### src/rtl/walnut_pkg.sv
// Shared definitions for the wall-nut sprite: stage encoding, native-grid band table,
// feature rectangles and the geometry/stage helper functions.
package walnut_pkg;

    typedef enum logic [1:0] {
        ST_EMPTY    = 2'd0,
        ST_FULL     = 2'd1,
        ST_CRACKED  = 2'd2,
        ST_CRUMBLED = 2'd3
    } stage_e;

    // Rectangle on the native 76x120 grid, inclusive bounds.
    typedef struct packed {
        int unsigned r0;
        int unsigned r1;
        int unsigned c0;
        int unsigned c1;
    } rect_t;

    localparam int unsigned NBANDS = 39;
    localparam int unsigned NATIVE_W = 76;

    // Left inset of each 6-row body band; the band is mirrored about the vertical centre.
    localparam int unsigned BAND_L [NBANDS] = '{
        27, 23, 19, 17, 15, 13, 11, 9, 8, 7, 6, 5, 4, 3, 2, 1,
        0, 0, 0, 0, 0, 0, 0,
        1, 2, 3, 4, 5, 6, 7, 8, 9, 11, 13, 15, 17, 19, 23, 27
    };

    localparam rect_t WHITE_A = '{44, 70, 30, 47};
    localparam rect_t WHITE_B = '{47, 65, 55, 69};
    localparam rect_t PUPIL_A = '{49, 65, 35, 45};
    localparam rect_t PUPIL_B = '{51, 63, 59, 67};
    localparam rect_t MOUTH_A = '{74, 79, 39, 44};
    localparam rect_t MOUTH_B = '{76, 81, 42, 59};
    localparam rect_t MOUTH_C = '{74, 79, 57, 62};
    localparam rect_t CRACK_A = '{10, 40, 50, 53};
    localparam rect_t CRACK_B = '{80, 112, 20, 23};

    function automatic rect_t band_rect(input int unsigned k);
        rect_t b;
        b.r0 = 3 * k;
        b.r1 = 3 * k + 5;
        b.c0 = BAND_L[k];
        b.c1 = (NATIVE_W - 1) - BAND_L[k];
        return b;
    endfunction

    // Native bounds are scaled down (truncating) before comparison with the raw offsets.
    function automatic logic in_rect(input logic [10:0] dh, input logic [10:0] dv,
                                     input rect_t r, input int unsigned ws);
        return (dv >= 11'(r.r0 / ws)) && (dv <= 11'(r.r1 / ws)) &&
               (dh >= 11'(r.c0 / ws)) && (dh <= 11'(r.c1 / ws));
    endfunction

    function automatic stage_e stage_of(input logic [7:0] h, input int unsigned crack_th,
                                        input int unsigned crumble_th);
        if (32'(h) > crack_th)   return ST_FULL;
        if (32'(h) > crumble_th) return ST_CRACKED;
        if (h != 8'd0)           return ST_CRUMBLED;
        return ST_EMPTY;
    endfunction

endpackage

### src/rtl/walnut_shape.sv
// Combinational wall-nut sprite decode: offsets inside the box plus blink/stage to raw pixel flags.
module walnut_shape
    import walnut_pkg::*;
#(
    parameter int unsigned WSCALE = 2
) (
    input  logic [10:0] i_dh,
    input  logic [10:0] i_dv,
    input  logic        i_blink,
    input  stage_e      i_stage,
    output logic        o_body,
    output logic        o_white,
    output logic        o_black,
    output logic        o_crack
);

    logic w_mouth;
    logic w_pupil;
    logic w_eyewhite;

    always_comb begin
        o_body = 1'b0;
        for (int unsigned k = 0; k < NBANDS; k++) begin
            if (in_rect(i_dh, i_dv, band_rect(k), WSCALE)) o_body = 1'b1;
        end
    end

    always_comb begin
        w_eyewhite = in_rect(i_dh, i_dv, WHITE_A, WSCALE) | in_rect(i_dh, i_dv, WHITE_B, WSCALE);
        w_pupil    = in_rect(i_dh, i_dv, PUPIL_A, WSCALE) | in_rect(i_dh, i_dv, PUPIL_B, WSCALE);
        w_mouth    = in_rect(i_dh, i_dv, MOUTH_A, WSCALE) | in_rect(i_dh, i_dv, MOUTH_B, WSCALE) |
                     in_rect(i_dh, i_dv, MOUTH_C, WSCALE);
        o_white    = ~i_blink & w_eyewhite;
        // The mouth shares the black flag but stays visible through a blink.
        o_black    = (~i_blink & w_pupil) | w_mouth;
        o_crack    = (((i_stage == ST_CRACKED) || (i_stage == ST_CRUMBLED)) &
                      in_rect(i_dh, i_dv, CRACK_A, WSCALE)) |
                     ((i_stage == ST_CRUMBLED) & in_rect(i_dh, i_dv, CRACK_B, WSCALE));
    end

endmodule

### src/rtl/walnut_unit.sv
// Stateful wall-nut: health/stage FSM, frame-timed blink and bite flash, and the registered
// pixel flags handed to the colour mux one cycle after the raster position.
module walnut_unit
    import walnut_pkg::*;
#(
    parameter int unsigned WSCALE       = 2,
    parameter int unsigned MAX_HEALTH   = 12,
    parameter int unsigned CRACK_TH     = 8,
    parameter int unsigned CRUMBLE_TH   = 4,
    parameter int unsigned BLINK_PERIOD = 120,
    parameter int unsigned BLINK_LEN    = 6,
    parameter int unsigned FLASH_FRAMES = 4
) (
    input  logic       clk,
    input  logic       reset,
    input  logic [9:0] hCount,
    input  logic [9:0] vCount,
    input  logic       plant,
    input  logic [9:0] plant_h,
    input  logic [9:0] plant_v,
    input  logic       bite,
    output logic       alive,
    output logic [7:0] health,
    output logic [1:0] stage,
    output logic       dead,
    output logic       walnut,
    output logic       walnutWhite,
    output logic       walnutBlack,
    output logic       walnutCrack,
    output logic       walnutFlash
);

    localparam int unsigned BW = (BLINK_PERIOD > 1) ? $clog2(BLINK_PERIOD) : 1;
    localparam int unsigned FW = $clog2(FLASH_FRAMES + 1);

    stage_e        r_stage;
    logic [7:0]    r_health;
    logic [9:0]    r_pos_h;
    logic [9:0]    r_pos_v;
    logic          r_dead;
    logic          r_at_origin;
    logic [BW-1:0] r_blink_cnt;
    logic [FW-1:0] r_flash;
    logic          r_walnut;
    logic          r_white;
    logic          r_black;
    logic          r_crack;
    logic          r_flashpix;

    logic          w_alive;
    logic          w_at_origin;
    logic          w_tick;
    logic          w_bite_ok;
    logic [7:0]    w_health_nx;
    logic          w_inside;
    logic          w_gate;
    logic          w_blink;
    logic [10:0]   w_dh;
    logic [10:0]   w_dv;
    logic          w_body;
    logic          w_white;
    logic          w_black;
    logic          w_crack;

    assign w_alive     = (r_stage != ST_EMPTY);
    assign w_at_origin = (hCount == 10'd0) && (vCount == 10'd0);
    assign w_tick      = w_at_origin & ~r_at_origin;
    assign w_bite_ok   = bite & w_alive & ~plant;
    assign w_health_nx = r_health - 8'd1;
    assign w_blink     = (r_blink_cnt >= BW'(BLINK_PERIOD - BLINK_LEN));

    // 11-bit offsets so a nut placed near column 1023 never wraps back onto the left edge.
    assign w_dh     = {1'b0, hCount} - {1'b0, r_pos_h};
    assign w_dv     = {1'b0, vCount} - {1'b0, r_pos_v};
    assign w_inside = (hCount >= r_pos_h) && (vCount >= r_pos_v);
    assign w_gate   = w_alive & w_inside;

    walnut_shape #(
        .WSCALE(WSCALE)
    ) u_shape (
        .i_dh   (w_dh),
        .i_dv   (w_dv),
        .i_blink(w_blink),
        .i_stage(r_stage),
        .o_body (w_body),
        .o_white(w_white),
        .o_black(w_black),
        .o_crack(w_crack)
    );

    always_ff @(posedge clk) begin
        if (reset) begin
            r_stage     <= ST_EMPTY;
            r_health    <= '0;
            r_pos_h     <= '0;
            r_pos_v     <= '0;
            r_dead      <= 1'b0;
            r_at_origin <= 1'b0;
            r_blink_cnt <= '0;
            r_flash     <= '0;
            r_walnut    <= 1'b0;
            r_white     <= 1'b0;
            r_black     <= 1'b0;
            r_crack     <= 1'b0;
            r_flashpix  <= 1'b0;
        end else begin
            r_at_origin <= w_at_origin;
            r_dead      <= 1'b0;
            if (plant) begin
                r_pos_h     <= plant_h;
                r_pos_v     <= plant_v;
                r_health    <= 8'(MAX_HEALTH);
                r_stage     <= stage_of(8'(MAX_HEALTH), CRACK_TH, CRUMBLE_TH);
                r_blink_cnt <= '0;
                r_flash     <= '0;
            end else begin
                if (w_bite_ok) begin
                    r_health <= w_health_nx;
                    r_stage  <= stage_of(w_health_nx, CRACK_TH, CRUMBLE_TH);
                    r_flash  <= FW'(FLASH_FRAMES);
                    r_dead   <= (w_health_nx == 8'd0);
                end else if (w_tick && (r_flash != '0)) begin
                    r_flash <= r_flash - 1'b1;
                end
                if (w_tick && w_alive) begin
                    r_blink_cnt <= (r_blink_cnt == BW'(BLINK_PERIOD - 1)) ? '0 : r_blink_cnt + 1'b1;
                end
            end
            r_walnut   <= w_gate & w_body;
            r_white    <= w_gate & w_white;
            r_black    <= w_gate & w_black;
            r_crack    <= w_gate & w_crack;
            r_flashpix <= w_gate & w_body & (r_flash != '0);
        end
    end

    assign alive       = w_alive;
    assign health      = r_health;
    assign stage       = r_stage;
    assign dead        = r_dead;
    assign walnut      = r_walnut;
    assign walnutWhite = r_white;
    assign walnutBlack = r_black;
    assign walnutCrack = r_crack;
    assign walnutFlash = r_flashpix;

endmodule

### config.mk
export PLATFORM = sky130hd
export DESIGN_NAME = walnut_unit
export DESIGN_NICKNAME = d
export VERILOG_FILES = /design/src/rtl/walnut_pkg.sv /design/src/rtl/walnut_shape.sv /design/src/rtl/walnut_unit.sv
export SDC_FILE = /design/constraint.sdc
export NUM_CORES = 1
export LEC_CHECK = 0
export BUFFER_PORTS_ARGS = -buffer_cell sky130_fd_sc_hd__buf_2
export CAP_MARGIN = 20
export CELL_PAD_IN_SITES_DETAIL_PLACEMENT = 1
export CELL_PAD_IN_SITES_GLOBAL_PLACEMENT = 2
export CORE_UTILIZATION = 34
export DETAILED_ROUTE_END_ITERATION = 7
export PLACE_DENSITY_LB_ADDON = 0.1
export SETUP_SLACK_MARGIN = 0.3
export SLEW_MARGIN = 15
export SYNTH_ARGS = -nofsm -noshare
export SYNTH_HDL_FRONTEND = slang
export SYNTH_SLANG_ARGS = --single-unit
export TNS_END_PERCENT = 30
### constraint.sdc
create_clock -name clk -period 4.15 [get_ports clk]
set_clock_uncertainty 0.1 [all_clocks]
set_input_delay 0.415 -clock clk [delete_from_list [all_inputs] [get_ports clk]]
set_output_delay 0.415 -clock clk [all_outputs]
set_load 0.03 [all_outputs]
==> impl_table.tex <==
\begin{tabular}{lr}
\hline
Metric & Value \\
\hline
\multicolumn{2}{l}{\textbf{Run status}} \\
Status & finished, final reports clean \\
\multicolumn{2}{l}{\textbf{Timing}} \\
Slew @ Worst Pin & 0.686 ns \\
Setup WS post-layout & 0.501 ns \\
Max Freq & 0.274 GHz \\
Setup\_tns & 0 ns \\
Setup repair after global routing missed its margin & no \\
Count of final setup violators & 0 \\
Final max-slew violation count & 0 \\
Worst hold slack after final layout & 0.249 ns \\
Slew Limit Headroom & 54.3\% \\
Min Tclk post-route & 3.65 ns \\
Final period utilization & 87.9\% \\
Hold Vio Cnt, Final & 0 \\
\multicolumn{2}{l}{\textbf{Floorplan}} \\
Horizontal die dimension & 119 um \\
I/O pins & 61 \\
Placeable core region & 13300 sq um \\
Effective utilization at floorplan & 35.0\% \\
Rows & 42 \\
Vertical die dimension & 119 um \\
Area of the die & 14100 sq um \\
\multicolumn{2}{l}{\textbf{Synth}} \\
Share of the synthesized area in the top cell type & 20.2\% \\
Cell type with the highest aggregate area in the netlist & sky130\_fd\_sc\_hd\_\_dfxtp\_1 \\
Mean post-synth cell area & 7.56 sq um \\
Seq cells post-synth & 47 \\
Main synth FF type & sky130\_fd\_sc\_hd\_\_dfxtp\_1 \\
Cell types with the highest counts after synthesis & 82 x sky130\_fd\_sc\_hd\_\_nor2\_1, 55 x sky130\_fd\_sc\_hd\_\_nand2\_1, 47 x sky130\_fd\_sc\_hd\_\_dfxtp\_1 \\
Gate count after technology mapping & 615 \\
Most numerous cell in the Yosys netlist & sky130\_fd\_sc\_hd\_\_nor2\_1 \\
Number of warnings printed during yosys synthesis & 0 \\
Count of distinct cell types in the synthesized netlist & 85 \\
Post-synthesis net count & 687 \\
Share of synthesized flip-flops with an asynchronous set or reset & 0\% \\
Number of enable-type register cells in the synthesized netlist & 0 \\
Sequential share of the synthesized area & 20.2\% \\
Cell area after synthesis & 4650 sq um \\
Biggest area contributors in the synthesized netlist & sky130\_fd\_sc\_hd\_\_dfxtp\_1 20\%, sky130\_fd\_sc\_hd\_\_ha\_1 7.0\%, sky130\_fd\_sc\_hd\_\_nor2\_1 6.6\% \\
\multicolumn{2}{l}{\textbf{Global route}} \\
Initial antenna violation count & 0 \\
Total gr overflow & 0 \\
Tot GR Track Use & 22.8\% \\
Global-route wire length before repair & 25600 um \\
Via count of the first global-routing pass & 4849 \\
Maximum number of pins on one net before global-route repair & 28 \\
\multicolumn{2}{l}{\textbf{Route}} \\
Via count & 4773 \\
Routed Antenna Nets & 0 \\
Total wire length after detailed routing & 15700 um \\
Initial drt markers & 195 \\
Average vias per placed instance & 5.62 \\
Number of remaining DRC errors & 0 \\
First-pass iteration count of the detailed router & 4 \\
Per-cell routed wire length & 18.5 um \\
\multicolumn{2}{l}{\textbf{Critical path}} \\
Data required time at the worst endpoint & 4.22 ns \\
Start-to-end type of the worst setup path & register to register \\
Crit path from & r\_pos\_v[0] \\
Critical-path cell list & ha\_1, inv\_1, fa\_2, a211o\_4, a41o\_4, a41oi\_2, a211oi\_2, o211ai\_1, nor4\_2, o2111ai\_1, nand4\_1, a2111oi\_4, a31oi\_1 \\
Largest fanout on the critical path & 4 \\
Worst stage delay on the critical path & 0.51 ns \\
Crit path arrival time & 3.72 ns \\
Worst Path Buf+Inv & 1 \\
Start of the worst register-to-register path & r\_pos\_v[0] \\
Element type at the critical path start & register \\
R2r setup slk & 0.50 ns \\
Critical Path Slowest Stage Cell & sky130\_fd\_sc\_hd\_\_o211ai\_1 \\
Family of cells with the greatest summed delay on the critical path & compound AO/OA/AOI/OAI gates \\
Type of element capturing the critical path & register \\
\multicolumn{2}{l}{\textbf{Place}} \\
Weighted congestion reported at the end of routability-driven placement & 0.899 \\
Number of input and output port buffers inserted & 60 \\
Sum of net half-perimeters after detailed placement & 12800 um \\
Post-placement worst setup slack & 0.118 ns \\
\multicolumn{2}{l}{\textbf{Clock tree}} \\
Number of clock sinks & 47 \\
Deepest clock path buffer count & 2 \\
Clk\_lat worst skew & 0.30 ns \\
Hold buffer count at CTS & 0 \\
Root buffer selected by CTS & sky130\_fd\_sc\_hd\_\_clkbuf\_16 \\
TritonCTS clock tree & yes \\
Max H-tree Level & 2 \\
Worst-path clk slew & 0.07 ns \\
Number of CTS-inserted buffers & 5 \\
\multicolumn{2}{l}{\textbf{Cells and area}} \\
Util after Layout & 40.6\% \\
Post-synthesis to final-layout area growth & 16.2\% \\
Fraction of final layout cells with drive strength greater than 1 & 19.3\% \\
Diode insertion count for antenna repair & 0 \\
Combined flip-flop and latch cell area & 941 sq um \\
Fillers & 1680 \\
Final-stage net count & 745 \\
Multi-input gate area & 3490 sq um \\
\multicolumn{2}{l}{\textbf{Power}} \\
Static Leakage & 2.10 nW \\
Power per cell area & 326 nW/um\^{}2 \\
Worst VDD drop & 141 uV \\
\multicolumn{2}{l}{\textbf{Run}} \\
Count of max-cap constraint violations & 0 \\
\multicolumn{2}{l}{\textbf{Min path}} \\
Hold Crit Class & input pin to register \\
Startpoint of the tightest hold check path & plant\_v[6] \\
\hline
\end{tabular}
==> worst paths after layout <==
check / end / cells after the start
setup / recovery: walnut / 13
hold / removal: r_pos_v[6] / 3
setup reg to reg: walnut / 13
hold reg to reg: r_blink_cnt[6] / 2
==> repair_timing <==
item                                    in CTS  in global routing
gates resized for setup                      0                 17
setup buffers                                0                  2
endpoints found under the setup margin       0                  3
==> through the flow <==
step                      total power [mW]  area [sq um]  std cells
final                                 1.76          5400        850
after global routing                  1.86          5400        850
after CTS                             1.76          5300        848
after detailed placement              1.26          5130        840
after global placement                1.26          5130        840
after floorplan                       1.04          4650        615
==> layer usage <==
metal / track usage [%] / part of all wire (%) / vias up
met1: 30.9 / 49 / 2258
li1: - / - / 2358
met5: 0 / 0 / -
met4: 8.94 / 2.8 / 0
met3: 3.21 / 3.3 / 30
met2: 36.5 / 45 / 127
==> flip-flops by register name, summed over array words and instances, names as in the netlist <==
name and flops:
dead 1, health 8, r_at_origin 1, r_blink_cnt 7
r_flash 3, r_pos_h 10, r_pos_v 10, stage 2
walnut 1, walnutBlack 1, walnutCrack 1, walnutFlash 1
walnutWhite 1
==> layout by cell type, fill, tap and decap left out, drive strengths merged, types with 4 or more instances in the layout <==
cell type	count
nor3	18
nor4	14
nand2b	5
nand2	55
o2111a	4
ha	26
o22ai	4
clkbuf	5
and3	7
o21ai	30
o31ai	5
dfxtp	47
and2	6
a31oi	9
a21o	8
nor2b	9
inv	40
or2	8
mux2i	24
xor2	12
a21oi	30
buf	77
nand3	26
a21boi	4
xnor2	18
nand4	14
nor2	85
or3	4
o32ai	4
a211oi	15
==> report_power, final <==
part	internal (mW)	switching [mW]
sequential	0.467	0.0132
combinational	0.285	0.516
clock	0.287	0.193
==> kinds of logic after synthesis <==
family	count (synthesis)	share of synthesized area, %
AOI/OAI and AO/OA	154	25.1
muxes	25	5.41
DFF	47	20.2
adders and majority gates	28	7.86
xor gates and xnor gates	30	6.78
and+or+nand+nor	266	28.1
buffers and inverters	65	6.43
==> tightest hold or removal path, stage by stage <==
cell,delay [ns]
sky130_fd_sc_hd__buf_2,0.07
sky130_fd_sc_hd__mux2i_1,0.05
sky130_fd_sc_hd__nor2_1,0.07
==> layout make-up <==
type | instances | area share [%]
repair buffers | 77 | 7.93
inverters | 39 | 2.71
well taps | 176 | 4.08
multi-input cells | 503 | 64.7
clock buffers | 5 | 2.32
flip-flops and latches | 47 | 17.4
clock inverters | 3 | 0.857
No activity file was read; power rests on OpenSTA's default activity.
